**config.mk**
```make
export PLATFORM = sky130hd
export DESIGN_NAME = lsu_flat
export DESIGN_NICKNAME = d
export VERILOG_FILES = /design/src/rtl/lsu_pkg.sv /design/src/rtl/lsu_if.sv /design/src/rtl/lsu_load_align.sv /design/src/rtl/lsu.sv /design/src/flat_wrapper.sv
export SDC_FILE = /design/constraint.sdc
export NUM_CORES = 1
export LEC_CHECK = 0
export CAP_MARGIN = 5
export CORE_MARGIN = 10
export CORE_UTILIZATION = 44
export CTS_CLUSTER_SIZE = 20
export DETAILED_ROUTE_END_ITERATION = 6
export MAX_ROUTING_LAYER = met4
export PLACE_DENSITY = 0.77
export SLEW_MARGIN = 20
export SYNTH_ARGS = -nofsm -noshare
export SYNTH_HDL_FRONTEND = slang
export SYNTH_SLANG_ARGS = --single-unit
```
**constraint.sdc**
```tcl
create_clock -name clk -period 2.4 [get_ports clk]
set_clock_uncertainty 0.2 [all_clocks]
set_input_delay 0.24 -clock clk [delete_from_list [all_inputs] [get_ports clk]]
set_output_delay 0.24 -clock clk [all_outputs]
set_load 0.05 [all_outputs]
```
**src/rtl/lsu_pkg.sv**
```systemverilog
// Shared definitions for the load/store unit: funct3 encodings, FSM states,
// and the store-lane alignment / legality helpers.
package lsu_pkg;

  localparam logic [2:0] F3_LB  = 3'b000;
  localparam logic [2:0] F3_LH  = 3'b001;
  localparam logic [2:0] F3_LW  = 3'b010;
  localparam logic [2:0] F3_LBU = 3'b100;
  localparam logic [2:0] F3_LHU = 3'b101;
  localparam logic [2:0] F3_SB  = 3'b000;
  localparam logic [2:0] F3_SH  = 3'b001;
  localparam logic [2:0] F3_SW  = 3'b010;

  typedef enum logic [2:0] {
    IDLE,
    REQ,
    WAIT,
    WB,
    FIN
  } lsu_state_t;

  typedef struct packed {
    logic [3:0]  wstrb;
    logic [31:0] wdata;
  } store_lane_t;

  // Byte enables follow the offset; data is replicated so every lane carries it.
  function automatic store_lane_t store_align(input logic [2:0]  funct3,
                                              input logic [1:0]  off,
                                              input logic [31:0] wdata);
    store_lane_t s;
    s.wstrb = '0;
    s.wdata = wdata;
    case (funct3)
      F3_SB: begin
        s.wstrb = 4'b0001 << off;
        s.wdata = {4{wdata[7:0]}};
      end
      F3_SH: begin
        s.wstrb = 4'b0011 << off;
        s.wdata = {2{wdata[15:0]}};
      end
      F3_SW: begin
        s.wstrb = 4'b1111;
        s.wdata = wdata;
      end
      default: ;
    endcase
    return s;
  endfunction

  function automatic logic op_legal(input logic store, input logic [2:0] funct3);
    if (store)
      return (funct3 == F3_SB) || (funct3 == F3_SH) || (funct3 == F3_SW);
    else
      return (funct3 == F3_LB) || (funct3 == F3_LH) || (funct3 == F3_LW) ||
             (funct3 == F3_LBU) || (funct3 == F3_LHU);
  endfunction

  // funct3[1:0] encodes the access size for both loads and stores.
  function automatic logic op_misaligned(input logic [2:0] funct3, input logic [1:0] off);
    return ((funct3[1:0] == 2'b01) && off[0]) ||
           ((funct3[1:0] == 2'b10) && (off != 2'b00));
  endfunction

endpackage

```
**src/rtl/lsu_if.sv**
```systemverilog
// Word-addressed data-memory port: valid/ready request channel plus rvalid response.
interface lsu_if #(
  parameter int XLEN = 32
);
  logic            mem_req;
  logic            mem_ready;
  logic            mem_we;
  logic [XLEN-1:0] mem_addr;
  logic [3:0]      mem_wstrb;
  logic [XLEN-1:0] mem_wdata;
  logic            mem_rvalid;
  logic [XLEN-1:0] mem_rdata;

  modport master (
    output mem_req, mem_we, mem_addr, mem_wstrb, mem_wdata,
    input  mem_ready, mem_rvalid, mem_rdata
  );

  modport slave (
    input  mem_req, mem_we, mem_addr, mem_wstrb, mem_wdata,
    output mem_ready, mem_rvalid, mem_rdata
  );
endinterface

```
**src/rtl/lsu_load_align.sv**
```systemverilog
// Combinational load-data extraction: selects the byte/half by offset and
// sign- or zero-extends according to funct3.
module lsu_load_align
  import lsu_pkg::*;
#(
  parameter int XLEN = 32
) (
  input  logic [XLEN-1:0] rdata,
  input  logic [2:0]      funct3,
  input  logic [1:0]      off,
  output logic [XLEN-1:0] data
);

  logic [7:0]  byte_sel;
  logic [15:0] half_sel;

  always_comb begin
    byte_sel = rdata[{off, 3'b000} +: 8];
    half_sel = off[1] ? rdata[31:16] : rdata[15:0];
    case (funct3)
      F3_LB:   data = {{(XLEN-8){byte_sel[7]}}, byte_sel};
      F3_LH:   data = {{(XLEN-16){half_sel[15]}}, half_sel};
      F3_LBU:  data = {{(XLEN-8){1'b0}}, byte_sel};
      F3_LHU:  data = {{(XLEN-16){1'b0}}, half_sel};
      default: data = rdata;
    endcase
  end

endmodule

```
**src/rtl/lsu.sv**
```systemverilog
// Multi-cycle RV32I load/store unit: one operation at a time, aligned store
// lanes, extended load data written back to the register file.
module lsu
  import lsu_pkg::*;
#(
  parameter int XLEN     = 32,
  parameter int MAX_WAIT = 255
) (
  input  logic            clk,
  input  logic            rst_n,
  input  logic            op_valid,
  output logic            op_ready,
  input  logic            op_store,
  input  logic [2:0]      op_funct3,
  input  logic [XLEN-1:0] op_addr,
  input  logic [XLEN-1:0] op_wdata,
  input  logic [4:0]      op_rd,
  output logic            done,
  output logic            err,
  lsu_if.master           mem,
  output logic            wb_en,
  output logic [4:0]      wb_reg,
  output logic [XLEN-1:0] wb_data
);

  localparam int CW = $clog2(MAX_WAIT + 1);
  localparam logic [CW-1:0] CNT_LAST = CW'(MAX_WAIT - 1);

  lsu_state_t      state_q, state_d;
  logic            store_q;
  logic [2:0]      funct3_q;
  logic [1:0]      off_q;
  logic [4:0]      rd_q;
  logic            err_q;
  logic [XLEN-1:0] addr_q;
  logic [3:0]      wstrb_q;
  logic [XLEN-1:0] wdata_q;
  logic [CW-1:0]   cnt_q;
  logic [XLEN-1:0] wb_data_q;
  logic [XLEN-1:0] ld_data;
  logic            op_bad;
  logic            accept;
  logic            timeout;
  store_lane_t     lane;

  always_comb begin
    lane    = store_align(op_funct3, op_addr[1:0], op_wdata);
    op_bad  = !op_legal(op_store, op_funct3) || op_misaligned(op_funct3, op_addr[1:0]);
    accept  = (state_q == IDLE) && op_valid;
    timeout = (state_q == WAIT) && !mem.mem_rvalid && (cnt_q == CNT_LAST);
  end

  lsu_load_align #(.XLEN(XLEN)) u_load_align (
    .rdata  (mem.mem_rdata),
    .funct3 (funct3_q),
    .off    (off_q),
    .data   (ld_data)
  );

  always_ff @(posedge clk or negedge rst_n) begin
    if (!rst_n) state_q <= IDLE;
    else        state_q <= state_d;
  end

  always_comb begin
    state_d = state_q;
    case (state_q)
      IDLE: if (op_valid) state_d = op_bad ? FIN : REQ;
      REQ:  if (mem.mem_ready) state_d = store_q ? FIN : WAIT;
      WAIT: begin
        if (mem.mem_rvalid) state_d = WB;
        else if (timeout)   state_d = FIN;
      end
      WB:      state_d = IDLE;
      FIN:     state_d = IDLE;
      default: state_d = IDLE;
    endcase
  end

  always_ff @(posedge clk or negedge rst_n) begin
    if (!rst_n) begin
      store_q   <= 1'b0;
      funct3_q  <= '0;
      off_q     <= '0;
      rd_q      <= '0;
      err_q     <= 1'b0;
      addr_q    <= '0;
      wstrb_q   <= '0;
      wdata_q   <= '0;
      cnt_q     <= '0;
      wb_data_q <= '0;
    end else begin
      if (accept) begin
        store_q  <= op_store;
        funct3_q <= op_funct3;
        off_q    <= op_addr[1:0];
        rd_q     <= op_rd;
        err_q    <= op_bad;
        addr_q   <= {op_addr[XLEN-1:2], 2'b00};
        wstrb_q  <= op_store ? lane.wstrb : '0;
        wdata_q  <= op_store ? lane.wdata : '0;
      end
      if (state_q == REQ)       cnt_q <= '0;
      else if (state_q == WAIT) cnt_q <= cnt_q + 1'b1;
      if (timeout) err_q <= 1'b1;
      if ((state_q == WAIT) && mem.mem_rvalid) wb_data_q <= ld_data;
    end
  end

  always_comb begin
    op_ready      = (state_q == IDLE);
    mem.mem_req   = (state_q == REQ);
    mem.mem_we    = store_q;
    mem.mem_addr  = addr_q;
    mem.mem_wstrb = wstrb_q;
    mem.mem_wdata = wdata_q;
    done          = (state_q == WB) || (state_q == FIN);
    err           = (state_q == FIN) && err_q;
    wb_en         = (state_q == WB) && (rd_q != 5'd0);
    wb_reg        = rd_q;
    wb_data       = wb_data_q;
  end

endmodule

```
**src/flat_wrapper.sv**
```systemverilog
// flat-port wrapper written by rule: the top's interface ports become plain ports
module lsu_flat import lsu_pkg::*;
#(
  parameter int XLEN     = 32,
  parameter int MAX_WAIT = 255
)
  (clk, rst_n, op_valid, op_ready, op_store, op_funct3, op_addr, op_wdata, op_rd, done, err, wb_en, wb_reg, wb_data, mem_mem_req, mem_mem_we, mem_mem_addr, mem_mem_wstrb, mem_mem_wdata, mem_mem_ready, mem_mem_rvalid, mem_mem_rdata);
  lsu_if #(.XLEN(XLEN)) mem_i ();
  input  logic clk;
  input  logic rst_n;
  input  logic op_valid;
  output logic op_ready;
  input  logic op_store;
  input  logic [2:0] op_funct3;
  input  logic [XLEN-1:0] op_addr;
  input  logic [XLEN-1:0] op_wdata;
  input  logic [4:0] op_rd;
  output logic done;
  output logic err;
  output logic wb_en;
  output logic [4:0] wb_reg;
  output logic [XLEN-1:0] wb_data;
  output wire logic [$bits(mem_i.mem_req)-1:0] mem_mem_req;
  output wire logic [$bits(mem_i.mem_we)-1:0] mem_mem_we;
  output wire logic [$bits(mem_i.mem_addr)-1:0] mem_mem_addr;
  output wire logic [$bits(mem_i.mem_wstrb)-1:0] mem_mem_wstrb;
  output wire logic [$bits(mem_i.mem_wdata)-1:0] mem_mem_wdata;
  input wire logic [$bits(mem_i.mem_ready)-1:0] mem_mem_ready;
  input wire logic [$bits(mem_i.mem_rvalid)-1:0] mem_mem_rvalid;
  input wire logic [$bits(mem_i.mem_rdata)-1:0] mem_mem_rdata;
  assign mem_mem_req = mem_i.mem_req;
  assign mem_mem_we = mem_i.mem_we;
  assign mem_mem_addr = mem_i.mem_addr;
  assign mem_mem_wstrb = mem_i.mem_wstrb;
  assign mem_mem_wdata = mem_i.mem_wdata;
  assign mem_i.mem_ready = mem_mem_ready;
  assign mem_i.mem_rvalid = mem_mem_rvalid;
  assign mem_i.mem_rdata = mem_mem_rdata;
  lsu #(.XLEN(XLEN), .MAX_WAIT(MAX_WAIT)) u_core (.clk(clk), .rst_n(rst_n), .op_valid(op_valid), .op_ready(op_ready), .op_store(op_store), .op_funct3(op_funct3), .op_addr(op_addr), .op_wdata(op_wdata), .op_rd(op_rd), .done(done), .err(err), .mem(mem_i), .wb_en(wb_en), .wb_reg(wb_reg), .wb_data(wb_data));
endmodule
```
==> results.py <==
metrics = {
    "clocking": {
        "clkSlewWorstSetupHoldPaths_ns": 0.06,
        "htree_num_levels": 4,
        "cts_tree": "built",
        "cts_buffers": 17,
        "cts_root_buffer": "clkbuf_16",
        "cts_setup_buffers": 0,
        "cts_buffer_depth": 2,
        "cts.sinks": 121,
        "clk_latency_ns": 0.41,
    },
    "floorplan": {
        "die_area_sq_um": 17930,
        "start_util_pct": 45.07,
        "coreArea_sq_um": 12670,
        "fp-row-count": 41,
        "die_y_microns": 133.9,
        "io_pins": 221,
        "die_width_microns": 133.9,
    },
    "final_layout": {
        "final_cell_mix": "218 x nand2_1, 212 x clkdlybuf4s50_1, 121 x dfrtp_1",
        "antenna_cells": 0,
        "syn_to_final_growth_pct": 53.24,
        "final_layout_size_suffix_gt1_share_pct": 10.32,
        "final_common_cell": "nand2_1",
        "final_util_pct": 69.06,
        "nets": 954,
    },
    "yosys": {
        "synth_compound_area_share_pct": 10.50,
        "synthCells": 629,
        "synthFlopType": "dfrtp_1",
        "ys_seq_area_share_pct": 53.02,
        "synth-simple-area-share_pct": 25.09,
        "avgSynthCellArea_sq_um": 9.079,
        "ys_warn_count": 0,
        "synth_top_family_by_area": "simple AND/OR/NAND/NOR gates",
        "synth-edff-count": 0,
        "synthAdderAreaFrac_pct": 0.4382,
        "synthArstFlopShare_pct": 100.0,
        "synth_mux_area_share_pct": 6.924,
        "ys_seq_elements": 121,
        "ys_types": 47,
        "synth_xor_area_share_pct": 0,
        "syn-cell-area_sq_um": 5710,
    },
    "timing": {
        "relSlewSlack_pct": 46.77,
        "setup_viol": 0,
        "min_period_ns": 2.267,
        "rsz0062_at_grt": "no",
        "fmax_mhz": 441.1,
        "maxSlewViolCount": 0,
        "tns_ns": 0,
        "tightest_slew_ns": 0.7985,
        "period_share_pct": 94.46,
        "hold_viol": 0,
    },
    "route": {
        "vias": 5455,
        "drc": 0,
        "via_per_inst": 5.322,
        "drt_iter0_drc": 438,
        "drt-total-wl_microns": 19490,
        "avgRoutedWirePerCell_microns": 19.01,
        "postRouteAntennaNets": 0,
        "drt_first_pass_iters": 5,
    },
    "global_route": {
        "grt_overflow": 0,
        "grt_pass1_vias": 5780,
        "grt_max_degree": 80,
        "antenna_found_initial": 0,
        "grt_pass1_wl_microns": 30640,
        "track_usage_pct": 22.15,
    },
    "pwr": {
        "swShare_pct": 46.94,
        "comb_power_share_pct": 53.1,
        "irDropWorstVdd_uv": 1067,
        "p_leak_nw": 3.981,
        "p_total_mw": 12.93,
        "p_int_mw": 6.860,
        "power_switching_mw": 6.068,
        "p_per_area_nw_per_um2": 1477,
        "seq_power_share_pct": 26.7,
        "p_clk_share_pct": 20.2,
    },
    "worst_setup_path": {
        "path_max_fanout": 11,
        "critPathCaptureType": "output port",
        "start_kind": "flip-flop",
        "critical_path_arrival_ns": 1.83,
        "crit_required_ns": 1.96,
        "worstSetupPathType": "reg -> out",
    },
    "place": {
        "port_buffers": 218,
        "hpwl_microns": 14630,
        "gp_congestion": 0.9058,
    },
    "worst_hold_path": {
        "min-delay-path-class": "in -> async",
    },
    "run_status": {
        "status": "complete, no violations",
    },
    "run": {
        "cap_viol_max_count": 0,
    },
}
synth_stat cells (all sizes together), types with 2 or more instances:
cell	count	area, sq um
ha	2	25.02
clkbuf	30	112.6
o31ai	9	67.56
nor3b	8	71.32
a31oi	3	18.77
mux2i	26	260.3
buf	16	95.09
nand4	3	18.77
nor4bb	2	20.02
a21oi	9	45.04
nand3	44	270.3
or3b	2	17.52
o211ai	3	22.52
a211oi	15	117.6
nor2b	2	12.51
and3	2	12.51
o21ai	47	235.2
o22ai	7	43.79
dfrtp	121	3028
mux2	10	112.6
nor2	20	75.07
nand3b	3	22.52
nand2b	2	12.51
nor4	2	12.51
o21bai	2	15.01
nand2	220	828.3
nor3	5	30.03
inv	5	18.76
cells by family (layout without fill, tap and decap cells):
logic type,Yosys count,after routing
flip-flops,121,121
other,1,2
adder cells (fa/ha/maj),2,2
AO/OA/AOI/OAI,99,99
multiplexers,37,37
AND/OR/NAND/NOR,318,318
buffers and inverters,51,274
metrics by stage:
stage                     std cells  area, sq um  worst slack (ns)  hold WS, ns
final                          1025         8751            0.1329       0.1485
after floorplan                 630         5725            0.2190      -0.2556
after CTS                      1025         8751            0.1311       0.1363
after detailed placement        994         8129            0.2856      0.02683
after global routing           1025         8751           0.09130       0.1416
after global placement          994         8129            0.3312      0.02514
final timing paths:
| path | from | cells past startpoint | endpoint | slack, ns |
|---|---|---|---|---|
| setup reg to reg | u_core.state_q[0] | 6 | u_core.cnt_q[4] | 0.38 |
| hold / removal | rst_n | 2 | u_core.cnt_q[6] | 0.15 |
| hold reg to reg | u_core.err_q | 2 | u_core.err_q | 0.26 |
| min in group clk | op_addr[24] | 3 | u_core.mem.mem_addr[24] | 0.15 |
| max in group asynchronous | rst_n | 3 | u_core.wb_data[7] | 1.22 |
| setup / recovery | u_core.state_q[0] | 4 | mem_mem_req | 0.13 |
power groups by stage:
stage	logic (mW)	clock network [mW]	registers, mW
final	6.86	2.62	3.45
after global routing	7.27	2.75	3.56
after CTS	6.93	2.66	3.45
after detailed placement	6.90	0	3.46
after global placement	6.81	0	3.42
after floorplan	1.80	0	5.99
worst max-delay path, stage by stage, from the launching register on:
cell     delay (ns)
dfrtp_1        0.40
buf_4          0.23
or3b_1         0.50
inv_2          0.14
buf_12         0.14
routing by layer:
layer / vias to the layer above / routed length [microns] / GRT usage (%)
li1: 2560 / - / -
met1: 2641 / 8006 / 24.69
met2: 225 / 9301 / 35.24
met3: 29 / 1787 / 8.551
met4: 0 / 392 / 8.767
met5: - / 0 / -
area by class of cell:
type / instances / area (sq um)
Clock buffer: 22 / 494.2
Clock inverter: 8 / 117.6
Fill cell: 985 / 3920
Inverter: 5 / 18.77
Multi-Input combinational cell: 458 / 2500
Sequential cell: 121 / 3028
Tap cell: 172 / 215.2
Timing Repair Buffer: 239 / 2377
repair_timing:
action,4_1_cts,5_1_grt
hold buffers,1,0
resized for setup,0,0
hold endpoints to repair,75,0
No activity file was read; power rests on OpenSTA's default activity.
